[config.mk]
export PLATFORM = sky130hd
export DESIGN_NAME = tdm_demux4_flat
export DESIGN_NICKNAME = d
export VERILOG_FILES = /design/src/rtl/tdm_demux4_if.sv /design/src/rtl/tdm_demux4.sv /design/src/flat_wrapper.sv
export SDC_FILE = /design/constraint.sdc
export NUM_CORES = 1
export LEC_CHECK = 0
export ABC_AREA = 1
export CORE_AREA = 2 2 41 43
export CTS_BUF_LIST = sky130_fd_sc_hd__clkbuf_2
export DETAILED_ROUTE_END_ITERATION = 12
export DIE_AREA = 0 0 43 45
export HOLD_SLACK_MARGIN = 0.12
export PLACE_DENSITY_LB_ADDON = 0.3
export SKIP_LAST_GASP = 1
export SLEW_MARGIN = 20
export SYNTH_ARGS = -nofsm -noshare
export SYNTH_HDL_FRONTEND = slang
export SYNTH_SLANG_ARGS = --single-unit
[constraint.sdc]
create_clock -name clk -period 1.8 [get_ports clk]
set_input_delay 0.36 -clock clk [delete_from_list [all_inputs] [get_ports clk]]
set_output_delay 0.36 -clock clk [all_outputs]
set_load 0.1 [all_outputs]
[src/rtl/tdm_demux4_if.sv]
// tdm_demux4_if: signal bundle between the TDM receive controller and its environment.
//   master : environment side (drives en, sync, din; observes selects, decode, frame outputs)
//   slave  : controller side (consumes en, sync, din; drives sel0/sel1, y_n, q, frame_valid, sync_err)
interface tdm_demux4_if;
   logic       en;
   logic       sync;
   logic       din;
   logic       sel0;
   logic       sel1;
   logic [3:0] y_n;
   logic [3:0] q;
   logic       frame_valid;
   logic       sync_err;

   modport master (
      output en, sync, din,
      input  sel0, sel1, y_n, q, frame_valid, sync_err
   );

   modport slave (
      input  en, sync, din,
      output sel0, sel1, y_n, q, frame_valid, sync_err
   );
endinterface

[src/rtl/tdm_demux4.sv]
// tdm_demux4: four-slot time-division demultiplexer. Steps the select lines of an
// upstream 4-to-1 selector, samples its serial output once per slot on the last
// cycle of the slot, and reassembles the four bits into a registered word.
//
// Ports:
//   clk             system clock, rising edge
//   rst             synchronous active-high reset
//   tdm.en          run enable
//   tdm.sync        frame realign request (forces slot 0)
//   tdm.din         serial data from the upstream selector
//   tdm.sel0/sel1   registered slot select to the upstream selector
//   tdm.y_n         registered active-low one-hot slot decode, 1111 when idle
//   tdm.q           last complete frame, q[i] = slot-i bit
//   tdm.frame_valid one-cycle pulse when q updates
//   tdm.sync_err    one-cycle pulse after a sync that missed the frame boundary
//
// state | meaning
// IDLE  | selects parked at 00, decode all-ones, waiting for en
// RUN   | cycling slots 0..3, each SLOT_CYCLES long, sampling on the last cycle
module tdm_demux4 #(
   parameter int SLOT_CYCLES = 2
) (
   input  logic         clk,
   input  logic         rst,
   tdm_demux4_if.slave  tdm
);
   localparam int DIV_W = (SLOT_CYCLES > 1) ? $clog2(SLOT_CYCLES) : 1;
   localparam logic [DIV_W-1:0] DIV_LAST = DIV_W'(SLOT_CYCLES - 1);

   typedef enum logic {IDLE = 1'b0, RUN = 1'b1} state_t;

   state_t           state_q, state_d;
   logic [1:0]       slot_q, slot_d;
   logic [DIV_W-1:0] div_q, div_d;
   logic [2:0]       shadow_q, shadow_d;
   logic [3:0]       q_q, q_d;
   logic [3:0]       y_n_q, y_n_d;
   logic             fv_q, fv_d;
   logic             serr_q, serr_d;
   logic             sample;
   logic             wrap;

   always_ff @(posedge clk) begin
      if (rst) begin
         state_q  <= IDLE;
         slot_q   <= 2'd0;
         div_q    <= '0;
         shadow_q <= 3'b000;
         q_q      <= 4'b0000;
         y_n_q    <= 4'b1111;
         fv_q     <= 1'b0;
         serr_q   <= 1'b0;
      end else begin
         state_q  <= state_d;
         slot_q   <= slot_d;
         div_q    <= div_d;
         shadow_q <= shadow_d;
         q_q      <= q_d;
         y_n_q    <= y_n_d;
         fv_q     <= fv_d;
         serr_q   <= serr_d;
      end
   end

   always_comb begin
      state_d  = state_q;
      slot_d   = slot_q;
      div_d    = div_q;
      shadow_d = shadow_q;
      q_d      = q_q;
      fv_d     = 1'b0;
      serr_d   = 1'b0;
      sample   = (div_q == DIV_LAST);
      wrap     = sample && (slot_q == 2'd3);

      case (state_q)
         IDLE: begin
            if (tdm.en) begin
               state_d = RUN;
               slot_d  = 2'd0;
               div_d   = '0;
            end
         end
         RUN: begin
            // A frame that reaches its slot-3 sample always completes, even when
            // the same edge also leaves RUN or realigns.
            if (wrap) begin
               q_d  = {tdm.din, shadow_q};
               fv_d = 1'b1;
            end
            if (!tdm.en) begin
               state_d  = IDLE;
               slot_d   = 2'd0;
               div_d    = '0;
               shadow_d = 3'b000;
            end else if (tdm.sync) begin
               slot_d   = 2'd0;
               div_d    = '0;
               shadow_d = 3'b000;
               serr_d   = !wrap;
            end else if (sample) begin
               div_d  = '0;
               slot_d = slot_q + 2'd1;
               case (slot_q)
                  2'd0:    shadow_d[0] = tdm.din;
                  2'd1:    shadow_d[1] = tdm.din;
                  2'd2:    shadow_d[2] = tdm.din;
                  default: shadow_d    = shadow_q;
               endcase
            end else begin
               div_d = div_q + DIV_W'(1);
            end
         end
         default: state_d = IDLE;
      endcase

      // Decode is registered alongside the selects so both move on the same edge.
      y_n_d = (state_d == RUN) ? ~(4'b0001 << slot_d) : 4'b1111;
   end

   assign tdm.sel0        = slot_q[0];
   assign tdm.sel1        = slot_q[1];
   assign tdm.y_n         = y_n_q;
   assign tdm.q           = q_q;
   assign tdm.frame_valid = fv_q;
   assign tdm.sync_err    = serr_q;
endmodule

[src/flat_wrapper.sv]
// flat-port wrapper written by rule: the top's interface ports become plain ports
module tdm_demux4_flat 
#(
   parameter int SLOT_CYCLES = 2
)
  (clk, rst, tdm_en, tdm_sync, tdm_din, tdm_sel0, tdm_sel1, tdm_y_n, tdm_q, tdm_frame_valid, tdm_sync_err);
  tdm_demux4_if tdm_i ();
  input  logic clk;
  input  logic rst;
  input wire logic [$bits(tdm_i.en)-1:0] tdm_en;
  input wire logic [$bits(tdm_i.sync)-1:0] tdm_sync;
  input wire logic [$bits(tdm_i.din)-1:0] tdm_din;
  output wire logic [$bits(tdm_i.sel0)-1:0] tdm_sel0;
  output wire logic [$bits(tdm_i.sel1)-1:0] tdm_sel1;
  output wire logic [$bits(tdm_i.y_n)-1:0] tdm_y_n;
  output wire logic [$bits(tdm_i.q)-1:0] tdm_q;
  output wire logic [$bits(tdm_i.frame_valid)-1:0] tdm_frame_valid;
  output wire logic [$bits(tdm_i.sync_err)-1:0] tdm_sync_err;
  assign tdm_i.en = tdm_en;
  assign tdm_i.sync = tdm_sync;
  assign tdm_i.din = tdm_din;
  assign tdm_sel0 = tdm_i.sel0;
  assign tdm_sel1 = tdm_i.sel1;
  assign tdm_y_n = tdm_i.y_n;
  assign tdm_q = tdm_i.q;
  assign tdm_frame_valid = tdm_i.frame_valid;
  assign tdm_sync_err = tdm_i.sync_err;
  tdm_demux4 #(.SLOT_CYCLES(SLOT_CYCLES)) u_core (.clk(clk), .rst(rst), .tdm(tdm_i));
endmodule
# ---- Word level (Yosys, flattened, before mapping)
# Cells that the tools add are included.
dict set report word_totals {
  inputBits 5
  reg_bits 17
  output_inout_bits 12
}
dict set report op_classes {
  n_shift 1
  n_bitwise 5
  mux 18
  reduce_logical 10
  n_addsub 2
  eq_ne 8
}
# cell count
set ops {}
lappend ops {{$ne 3x1->1 const B} 4}
lappend ops {{$mux 1} 9}
lappend ops {{$mux 3} 3}
lappend ops {{$reduce_and 3->1} 3}
lappend ops {{$mux 2} 4}
lappend ops {{$eq 2x2->1 const B} 2}
lappend ops {{$not 1->1} 4}
lappend ops {{$not 4->4} 1}
lappend ops {{$pmux 2 s2} 1}
lappend ops {{$reduce_or 2->1} 2}
lappend ops {{$reduce_or 4->1} 1}
lappend ops {{$shl 1x2->4 const A} 1}
lappend ops {{$add 2x1->2 const B} 1}
lappend ops {{$eq 2x1->1 const B} 1}
lappend ops {{$logic_not 2->1} 1}
lappend ops {{$ne 2x2->1 const B} 1}
lappend ops {{$pmux 1 s2} 1}
lappend ops {{$reduce_and 2->1} 1}
lappend ops {{$add 1x1->1 const B} 1}
lappend ops {{$logic_and 1x1->1} 1}
lappend ops {{$logic_not 1->1} 1}

# ---- Logic depth before layout (Yosys ltp)
# Gate-level depths: netlist of run 1.
dict set report logic_depth {
  ltp_word 7
  mapped_depth 8
}

# ---- Worst setup path after synthesis of run 1
# OpenSTA, ideal clock, no wires.
dict set report synth_path {
  path_kind {register to register}
  start {register u_core.slot_q[0]}
  end {register u_core.y_n_q[0] (netlist: u_core.tdm.y_n[0])}
  arrival_ns 1.910
  path_stages_with_launch 9
  path_buffers 0
  required_ns 1.683
  setup_slack_ns -0.226
  period_less_slack_ns 2.026
  cell_sequence {dfxtp_1 -> inv_1 -> ha_1 -> nand2_1 -> o21ai_0 -> nand2_1 -> nand2_2 -> nor2_2 -> nand2_1}
}
dict set report synth_via {
  elab_chain_cells 7
  word_cells_on_any_way 8
  classes_between {1 x add/sub; 1 x shift; 5 x mux; 1 x bitwise}
}
# item line
set synth_rtl {}
lappend synth_rtl {{start, declared} tdm_demux4.sv:33} ;# logic [1:0] slot_q, slot_d;
lappend synth_rtl {{start signal, assigned} tdm_demux4.sv:55} ;# slot_q <= slot_d;
lappend synth_rtl {{$add 2x1->2} tdm_demux4.sv:103} ;# slot_d = slot_q + 2'd1;
lappend synth_rtl {{$mux 2} tdm_demux4.sv:101} ;# end else if (sample) begin
lappend synth_rtl {{$mux 2} tdm_demux4.sv:96} ;# end else if (tdm.sync) begin
lappend synth_rtl {{$mux 2} tdm_demux4.sv:91} ;# if (!tdm.en) begin
lappend synth_rtl {{$pmux 2 s2 (*)} tdm_demux4.sv:76} ;# case (state_q)
lappend synth_rtl {{$shl 1x2->4 (*)} tdm_demux4.sv:118} ;# y_n_d = (state_d == RUN) ? ~(4'b0001 << slot_d) : 4'b1111;
lappend synth_rtl {{$not 4->4 (*)} tdm_demux4.sv:118}
lappend synth_rtl {{end signal, assigned} tdm_demux4.sv:59} ;# y_n_q <= y_n_d;
lappend synth_rtl {{end, declared} tdm_demux4.sv:37} ;# logic [3:0] y_n_q, y_n_d;
# Every way passes the cells marked *; elsewhere a longest branch is shown, timed or not.
# A chain may end at the register's enable or synchronous reset.

# ---- Worst setup path in the final report of run 1
# Ends and elaborated chain as after synthesis.

==> results.tsv, run 1 <==
metric	value	unit
Final setup viols	0	
Synth Net Count	104	
num ports	17	
Final period util	78.02	%
commonest cells after routing, fill and taps aside	nand2_1 (19), dfxtp_1 (15), buf_12 (12), a21oi_1 (9), nand3_1 (9)	
Synth Area in Adders	6.711	%
setup TNS	0	ns
area share of the largest cell type after synthesis	45.64	%
element type at the critical path end	register	
Distinct cells, synth	17	
vias per inst	5.246	
CP max-delay cell	dfxtp_2	
pre-CTS setup slack	0.2550	ns
Port Buffers	16	
post-synthesis area per instance	7.850	µm²
CP required	1.99	ns
Iter 0 DRT Violations	26	
Post-Route Utilization	71.85	%
initial antenna violation count	0	
DP Wirelength	1142	µm
max_cap viols	0	
status	completed	
PostCTS Resize Cnt	0	
H-tree lvl count	1	
post-synthesis compound-gate area fraction	10.91	%
WL met1	586	µm
Power Density	598.6	nW/µm²
final slew viol count	0	
RSZ-0062 raised after global routing	false	
CTS Buf Count	3	
Hold Fails Final Rpt	0	
clk root buf	clkbuf_2	
total gr overflow	0	
mux contribution to synthesized area	0	%
chip height	45	µm
Site Rows	14	
Synth Area in Simple Gates	27.68	%
post-cts hold buffer count	0	
yosys warns	0	
main combinational cell family by area after synthesis	simple AND/OR/NAND/NOR gates	
HP Class	register to register	
Detailed Routing Iterations Pass 1	4	
Syn-to-layout area delta	41.78	%
gr usage total	18.07	%
largest net degree at the start of global routing	14	
commonest non-fill, non-tap cell in the layout	nand2_1	
Relative slew margins	70.70	%
cell mode on critical path	nand2_1	
#FFs+latches synth	17	
ANT nets after route	0	
cell taking the most area after synthesis	dfxtp_1	
worst path buffer plus inverter count	1	
die area	1935	µm²
Synth area leaders	dfxtp_1 (46%), nand2_1 (9.6%), ha_1 (6.7%)	
Final min period	1.404	ns
# diodes	0	
crit-path leading delay family	simple AND/OR/NAND/NOR gates	
setup bufs post-CTS	0	
total number of vias	682	
Placer Congestion	0.8461	
Skew-Pair Late Insertion Delay	0.31	ns
DRT Wirelength	1513	µm
fmax	0.7121	GHz
Synth Instances	95	
CTS tree	done	
critical path class	register to register	
Synth Area in XOR/XNOR	0	%
Remaining DRCs	0	
CTS clk-pin slew, worst paths	0.17	ns
metal3 WL	135	µm
initial core utilization	50.68	%
Worst EP arrival	1.60	ns
clock buffer depth	2	
CP Max Fanout	5	
LEAKAGE	0.4550	nW
CP startpoint kind	register	
core area	1471	µm²
DR WL met2	759	µm
Worst Tran Pin Value	0.4389	ns
CP Cell Sequence	inv_1 > ha_1 > nand2_1 > o21ai_0 > nand2_1 > nand2_2 > nor2_2 > nand2_1	
fraction of layout cells with a size suffix above 1	29.82	%
Clock Sinks	17	
worst vdd ir	0.4245	mV
top layer in use	met4	
nets	124	
Mapped Area	745.7	µm²
max incr delay on CP	0.42	ns
sequential area share after synthesis	45.64	%
DR WL/cell	11.64	µm
Chip Width	43	µm
first-pass GRT wire length	2539	µm
vias in the first global route	619	
clock skew after layout	0.02201	ns
min setup slack post-route	0.3957	ns
## per-layer routing
metal | vias to the layer above | GRT usage, %
li1 | 338 | -
met1 | 303 | 18.80
met2 | 37 | 31.82
met3 | 4 | 7.200
met4 | 0 | 9.091
met5 | - | 0
## tightest hold or removal path, delay by kind of cell (launching register included)
family	cells	cell delay (ns)
AO/OA/AOI/OAI	1	0.06
AND/OR/NAND/NOR	1	0.08
flip-flops	1	0.35
## per-stage QoR
step                cells  cell area, µm²  hold WS (ns)  total power [W]
finish                130            1057        0.5099        0.0006328
global route          130            1057        0.5321        0.0006620
CTS                   130            1057        0.5075        0.0006358
detailed placement    126            1037        0.4776        0.0004686
global placement      126            1037        0.4610        0.0004669
floorplan              95           748.2        0.4524        0.0004452
## flip-flops by register name, indices dropped and copies added (netlist names)
register / count
u_core.div_q: 1
u_core.shadow_q: 3
u_core.slot_q: 2
u_core.state_q: 1
u_core.tdm.frame_valid: 1
u_core.tdm.q: 4
u_core.tdm.sync_err: 1
u_core.tdm.y_n: 4
## report_power, final
group | total, W | leakage (nW) | internal [W] | switching [W]
logic | 0.0000694 | 0.299 | 0.0000271 | 0.0000423
registers | 0.000393 | 0.139 | 0.000384 | 0.00000872
clock network | 0.000170 | 0.0164 | 0.0000503 | 0.000120
## final timing paths
check / slack [ns] / end / from / cells after the start
worst max-delay path: 0.40 / u_core.tdm.y_n[0] / u_core.slot_q[0] / 8
worst max register to register: 0.40 / u_core.tdm.y_n[0] / u_core.slot_q[0] / 8
worst min register to register: 0.51 / u_core.tdm.q[2] / u_core.shadow_q[2] / 2
worst min-delay path: 0.51 / u_core.tdm.q[2] / u_core.shadow_q[2] / 2
## cells in the mapped netlist
library cell and n:
a21oi_1 9, buf_4 1, buf_6 1, dfxtp_1 17
ha_1 4, inv_1 8, inv_2 5, nand2_1 19
nand2_2 4, nand3_1 9, nor2_1 6, nor2_2 4
nor2_4 1, nor4_1 1, o21ai_0 2, o21ai_1 3
o21bai_2 1
## cells by family (layout without fill, tap and decap cells)
logic type               Yosys count  count (layout)
adder cells (fa/ha/maj)            4               4
flip-flops                        17              17
buffers and inverters             15              34
AND/OR/NAND/NOR                   44              44
AO/OA/AOI/OAI                     15              15
## final cells by class
class	instances	area, µm²
fillers	110	414.1
multi-input cells	63	337.8
inverters	13	48.80
clock buffers	3	15.01
clock inverters	1	5.005
flip-flops and latches	17	342.8
well taps	16	20.02
repair buffers	17	287.8
Power figures use the tool's default switching activity.
==> inputs of run 2 (changes only) <==
--- a/config.mk
+++ b/config.mk
@@ -6,10 +6,10 @@
 export NUM_CORES = 1
 export LEC_CHECK = 0
 export ABC_AREA = 1
-export CORE_AREA = 2 2 41 43
+export CORE_AREA = 2 2 42 44
 export CTS_BUF_LIST = sky130_fd_sc_hd__clkbuf_2
 export DETAILED_ROUTE_END_ITERATION = 12
-export DIE_AREA = 0 0 43 45
+export DIE_AREA = 0 0 44 46
 export HOLD_SLACK_MARGIN = 0.12
 export PLACE_DENSITY_LB_ADDON = 0.3
 export SKIP_LAST_GASP = 1
==> constraint.sdc (replaced) <==
create_clock -name clk -period 1.3 [get_ports clk]
set_input_delay 0.26 -clock clk [delete_from_list [all_inputs] [get_ports clk]]
set_output_delay 0.26 -clock clk [all_outputs]
set_load 0.1 [all_outputs]
==> run 2 against run 1 <==
  * Non-clock buffer count up 5
  * Critical path depth down 6
  * Clock-buffer cell count up 1
  * Cell area up 7.6%
  * Wire length up 3.6%
  * Via count down 3.1%
  * Clock skew down 0.014 ns
  * Clock power up 43%
  * Worst hold slack worse by 0.014 ns
  * Critical path type is now register to output port
  * Largest cell class is now multi-input gates
  * Largest power group unchanged
==> results.tsv, run 2 (synthesis gave the netlist of run 1 again) <==
metric	value	unit
status	completed	
Remaining DRCs	0	
Chip Width	44	µm
CTS Buf Count	3	
HP Class	register to register	
Port Buffers	16	
Final period util	95.34	%
commonest non-fill, non-tap cell in the layout	nand2_1	
fmax	0.8068	GHz
Skew-Pair Late Insertion Delay	0.30	ns
# diodes	0	
Seq. cell area	347.8	µm²
CTS tree	done	
nets	129	
CP Max Fanout	4	
Worst Tran Pin Value	0.2358	ns
vias per inst	4.860	
Iter 0 DRT Violations	16	
critical path class	register to output port	
die area	2024	µm²
max_cap viols	0	
LEAKAGE	0.4899	nW
power share of the clock group	27.6	%
CP Cell Sequence	buf_4 > buf_12	
clock buffer depth	2	
DP Wirelength	1212	µm
Syn-to-layout area delta	52.52	%
fraction of layout cells with a size suffix above 1	37.82	%
clock skew after layout	0.007820	ns
Post-Route Utilization	70.47	%
DR WL/cell	11.53	µm
core area	1614	µm²
initial core utilization	46.20	%
final slew viol count	0	
CP startpoint kind	register	
total number of vias	661	
Placer Congestion	0.8419	
Final min period	1.239	ns
Power Density	772.9	nW/µm²
first-pass GRT wire length	2428	µm
Tot Pwr	0.0008791	W
Hold Fails Final Rpt	0	
vias in the first global route	612	
area of the multi-input gates	356.6	µm²
initial antenna violation count	0	
num ports	17	
sequential share of power	61.0	%
CP max-delay cell	dfxtp_4	
total gr overflow	0	
Final setup viols	0	
chip height	46	µm
Comb pwr share	11.4	%
element type at the critical path end	output port	
P_sw	0.0002298	W
clk root buf	clkbuf_2	
Detailed Routing Iterations Pass 1	5	
largest net degree at the start of global routing	13	
CP required	1.04	ns
gr usage total	17.16	%
CTS clk-pin slew, worst paths	0.15	ns
post-cts hold buffer count	0	
Relative slew margins	84.26	%
min setup slack post-route	0.06057	ns
Pint	0.0006493	W
Worst EP arrival	0.98	ns
pre-CTS setup slack	-0.1768	ns
switch share	26.14	%
max incr delay on CP	0.39	ns
Filler Cells Inserted	117	
worst vdd ir	0.5914	mV
DRT Wirelength	1568	µm
Clock Sinks	17	
Site Rows	15	
commonest cells after routing, fill and taps aside	nand2_1 (18), dfxtp_1 (15), buf_12 (13), a21oi_1 (9), nand3_1 (9)	
ANT nets after route	0	
H-tree lvl count	1	
==> run 2: cell count changes in the layout (fill, tap and decap cells not counted), moves of 2 or more <==
cell / change
dfxtp_4: +2
dfxtp_2: -2
buf_4: +4
inv_1: -3
inv_4: +2
==> run 2: power by group through the flow <==
stage          sequential, W  combinational (W)  clock, W
2_1_floorplan       0.000562          0.0000509         0
3_3_place_gp        0.000546          0.0000989         0
3_5_place_dp        0.000547           0.000100         0
4_1_cts             0.000535           0.000101  0.000250
5_1_grt             0.000537           0.000110  0.000263
6_report            0.000536           0.000100  0.000243
==> run 2: per-stage QoR <==
step / cells / hold slack, ns / instance area, µm² / setup TNS [ns]
floorplan: 95 / 0.4010 / 770.7 / -0.1381
global placement: 128 / 0.4656 / 1069 / -0.6683
detailed placement: 128 / 0.4721 / 1069 / -0.7430
CTS: 132 / 0.4920 / 1089 / 0
global route: 136 / 0.5009 / 1137 / -0.03898
finish: 136 / 0.4961 / 1137 / 0
==> run 2: path summary, 6_finish.rpt <==
path,startpoint,endpoint,slack (ns),cells past startpoint
worst max-delay path,u_core.slot_q[1],tdm_sel1,0.06,2
worst min-delay path,u_core.state_q,u_core.tdm.sync_err,0.50,2
worst max register to register,u_core.slot_q[0],u_core.tdm.y_n[1],0.07,8
worst min register to register,u_core.state_q,u_core.tdm.sync_err,0.50,2
==> run 2: per-layer routing <==
metal  vias to the layer above  GRT usage, %  wire [µm]
li1                        351             -          -
met1                       296         16.91        641
met2                        10         31.76        838
met3                         4         6.746         68
met4                         0         7.273         19
met5                         -             0          0
==> run 2: final cells by class <==
class | count | share of cell area, %
multi-input combinational | 63 | 31.35
sequential | 17 | 30.58
timing repair buffer | 22 | 29.70
inverter | 13 | 4.730
tap | 17 | 1.870
clock buffer | 4 | 1.760
==> run 2: timing repair <==
item | CTS | global route
endpoints found under the setup margin | 0 | 7
setup buffers | 0 | 4
gates resized for setup | 0 | 3
==> run 2: worst max-delay path, delay by kind of cell (launching register included) <==
kind,cells,cell delay (ns)
buffers and inverters,2,0.30
DFF,1,0.39
==> inputs of run 3 (changes only) <==
--- a/config.mk
+++ b/config.mk
@@ -6,12 +6,13 @@
 export NUM_CORES = 1
 export LEC_CHECK = 0
 export ABC_AREA = 1
-export CORE_AREA = 2 2 42 44
+export CORE_AREA = 2 2 44 46
 export CTS_BUF_LIST = sky130_fd_sc_hd__clkbuf_2
 export DETAILED_ROUTE_END_ITERATION = 12
-export DIE_AREA = 0 0 44 46
+export DIE_AREA = 0 0 46 48
 export HOLD_SLACK_MARGIN = 0.12
 export PLACE_DENSITY_LB_ADDON = 0.3
+export SKIP_CTS_REPAIR_TIMING = 1
 export SKIP_LAST_GASP = 1
 export SLEW_MARGIN = 20
 export SYNTH_ARGS = -nofsm -noshare
==> constraint.sdc (replaced) <==
create_clock -name clk -period 1.1 [get_ports clk]
set_input_delay 0.22 -clock clk [delete_from_list [all_inputs] [get_ports clk]]
set_output_delay 0.22 -clock clk [all_outputs]
set_load 0.1 [all_outputs]
==> run 3 against run 2 <==
  * Wire length increased by 18%
  * Clock-buffer cell count unchanged
  * Combinational power increased by 32%
  * The flow now finishes with violations (negative setup slack)
  * Sequential power increased by 18%
==> results.tsv, run 3 (synthesis gave the netlist of run 1 again) <==
metric	value	unit
pre-CTS setup slack	-0.3202	ns
commonest cells after routing, fill and taps aside	nand2_1 (13), buf_12 (12), buf_4 (10), nand2_2 (8), dfxtp_2 (8)	
CTS clk-pin slew, worst paths	0.16	ns
max incr delay on CP	0.40	ns
num ports	17	
vias in the first global route	658	
Power Density	847.5	nW/µm²
HP Class	register to register	
power share of the clock group	27.8	%
core area	1689	µm²
first-pass GRT wire length	2746	µm
vias per inst	5.071	
fraction of layout cells with a size suffix above 1	58.87	%
largest net degree at the start of global routing	12	
CP Cell Sequence	inv_4 > ha_4 > nand2_2 > o21ai_2 > nand2_2 > nand2_4 > nor2_4 > nand2_1	
Tot Pwr	0.001058	W
placed cell area	1146	µm²
Detailed Routing Iterations Pass 1	4	
CP Max Fanout	4	
Placer Congestion	0.7990	
worst vdd ir	0.8774	mV
cell mode on critical path	nand2_2	
Final setup viols	10	
clock skew after layout	0.005653	ns
failing checks	negative setup slack	
critical path class	register to register	
chip height	48	µm
Clock Sinks	17	
P_sw	0.0002902	W
Port Buffers	16	
switch share	27.42	%
Chip Width	46	µm
status	finished, violations left	
Pint	0.0007682	W
Worst Tran Pin Value	0.2486	ns
gr usage total	18.31	%
DR WL/cell	13.12	µm
die area	2208	µm²
DP Wirelength	1325	µm
total gr overflow	0	
clock buffer depth	2	
nets	134	
sequential share of power	59.7	%
CTS tree	done	
min setup slack post-route	-0.1554	ns
# diodes	0	
fmax	0.7965	GHz
CP required	1.32	ns
Hold Worst Slack	0.4914	ns
Comb pwr share	12.5	%
Site Rows	15	
Hold Fails Final Rpt	0	
Skew-Pair Late Insertion Delay	0.31	ns
RSZ-0062 raised after global routing	true	
Iter 0 DRT Violations	9	
initial antenna violation count	0	
CP startpoint kind	register	
initial core utilization	44.15	%
Relative slew margins	83.28	%
Final min period	1.255	ns
commonest non-fill, non-tap cell in the layout	nand2_1	
Final period util	114.1	%
element type at the critical path end	register	
Syn-to-layout area delta	67.45	%
Worst EP arrival	1.47	ns
DRT Wirelength	1850	µm
Remaining DRCs	0	
max_cap viols	0	
final slew viol count	0	
CTS Buf Count	3	
H-tree lvl count	1	
CP max-delay cell	dfxtp_4	
final instance area	1249	µm²
ANT nets after route	0	
LEAKAGE	0.5326	nW
total number of vias	715	
clk root buf	clkbuf_2	
[run 3: changes by cell type in the layout (fill, tap and decap cells not counted), sizes merged]
| cell | before | now |
|---|---|---|
| buf | 18 | 23 |
[run 3: per-stage QoR]
step / util [%] / cells / TNS [ns]
after global routing: 73.93 / 141 / -1.717
final: 73.93 / 141 / -0.9191
after CTS: 69.04 / 141 / -1.067
after floorplan: - / 95 / -2.140
after detailed placement: 67.85 / 137 / -2.719
after global placement: 67.85 / 137 / -2.593
[run 3: path summary, 6_finish.rpt]
kind / start / cells after the start / to / slack, ns
worst max-delay path: u_core.slot_q[1] / 8 / u_core.tdm.y_n[0] / -0.16
worst min-delay path: u_core.shadow_q[1] / 2 / u_core.tdm.q[1] / 0.49
worst max register to register: u_core.slot_q[1] / 8 / u_core.tdm.y_n[0] / -0.16
worst min register to register: u_core.shadow_q[1] / 2 / u_core.tdm.q[1] / 0.49
[run 3: area by class of cell]
type | instances | area [µm²]
Timing Repair Buffer | 27 | 366.6
Tap cell | 17 | 21.27
Multi-Input combinational cell | 63 | 425.4
Fill cell | 126 | 440.4
Clock buffer | 4 | 20.02
Inverter | 13 | 53.80
Sequential cell | 17 | 361.6
[run 3: critical path: cells and delay by family (launching register included)]
family | cells | cell delay, ns
fa+ha+maj | 1 | 0.22
simple gates | 5 | 0.42
compound gates | 1 | 0.07
buf+inv | 1 | 0.04
flops | 1 | 0.40
[run 3: routing by layer]
metal  routed length, µm  GRT usage [%]  vias up
met3                  57          4.906        7
met1                 719          19.18      333
met4                  46          10.29        0
met5                   0              0        -
li1                    -              -      360
met2                1026          33.06       15
[run 3: power by group through the flow]
stage,logic [W],registers (W),clock network (W)
after floorplan,0.0000601,0.000664,0
after CTS,0.000125,0.000634,0.000294
after detailed placement,0.000124,0.000647,0
after global placement,0.000119,0.000646,0
after global routing,0.000142,0.000633,0.000309
final,0.000132,0.000632,0.000294
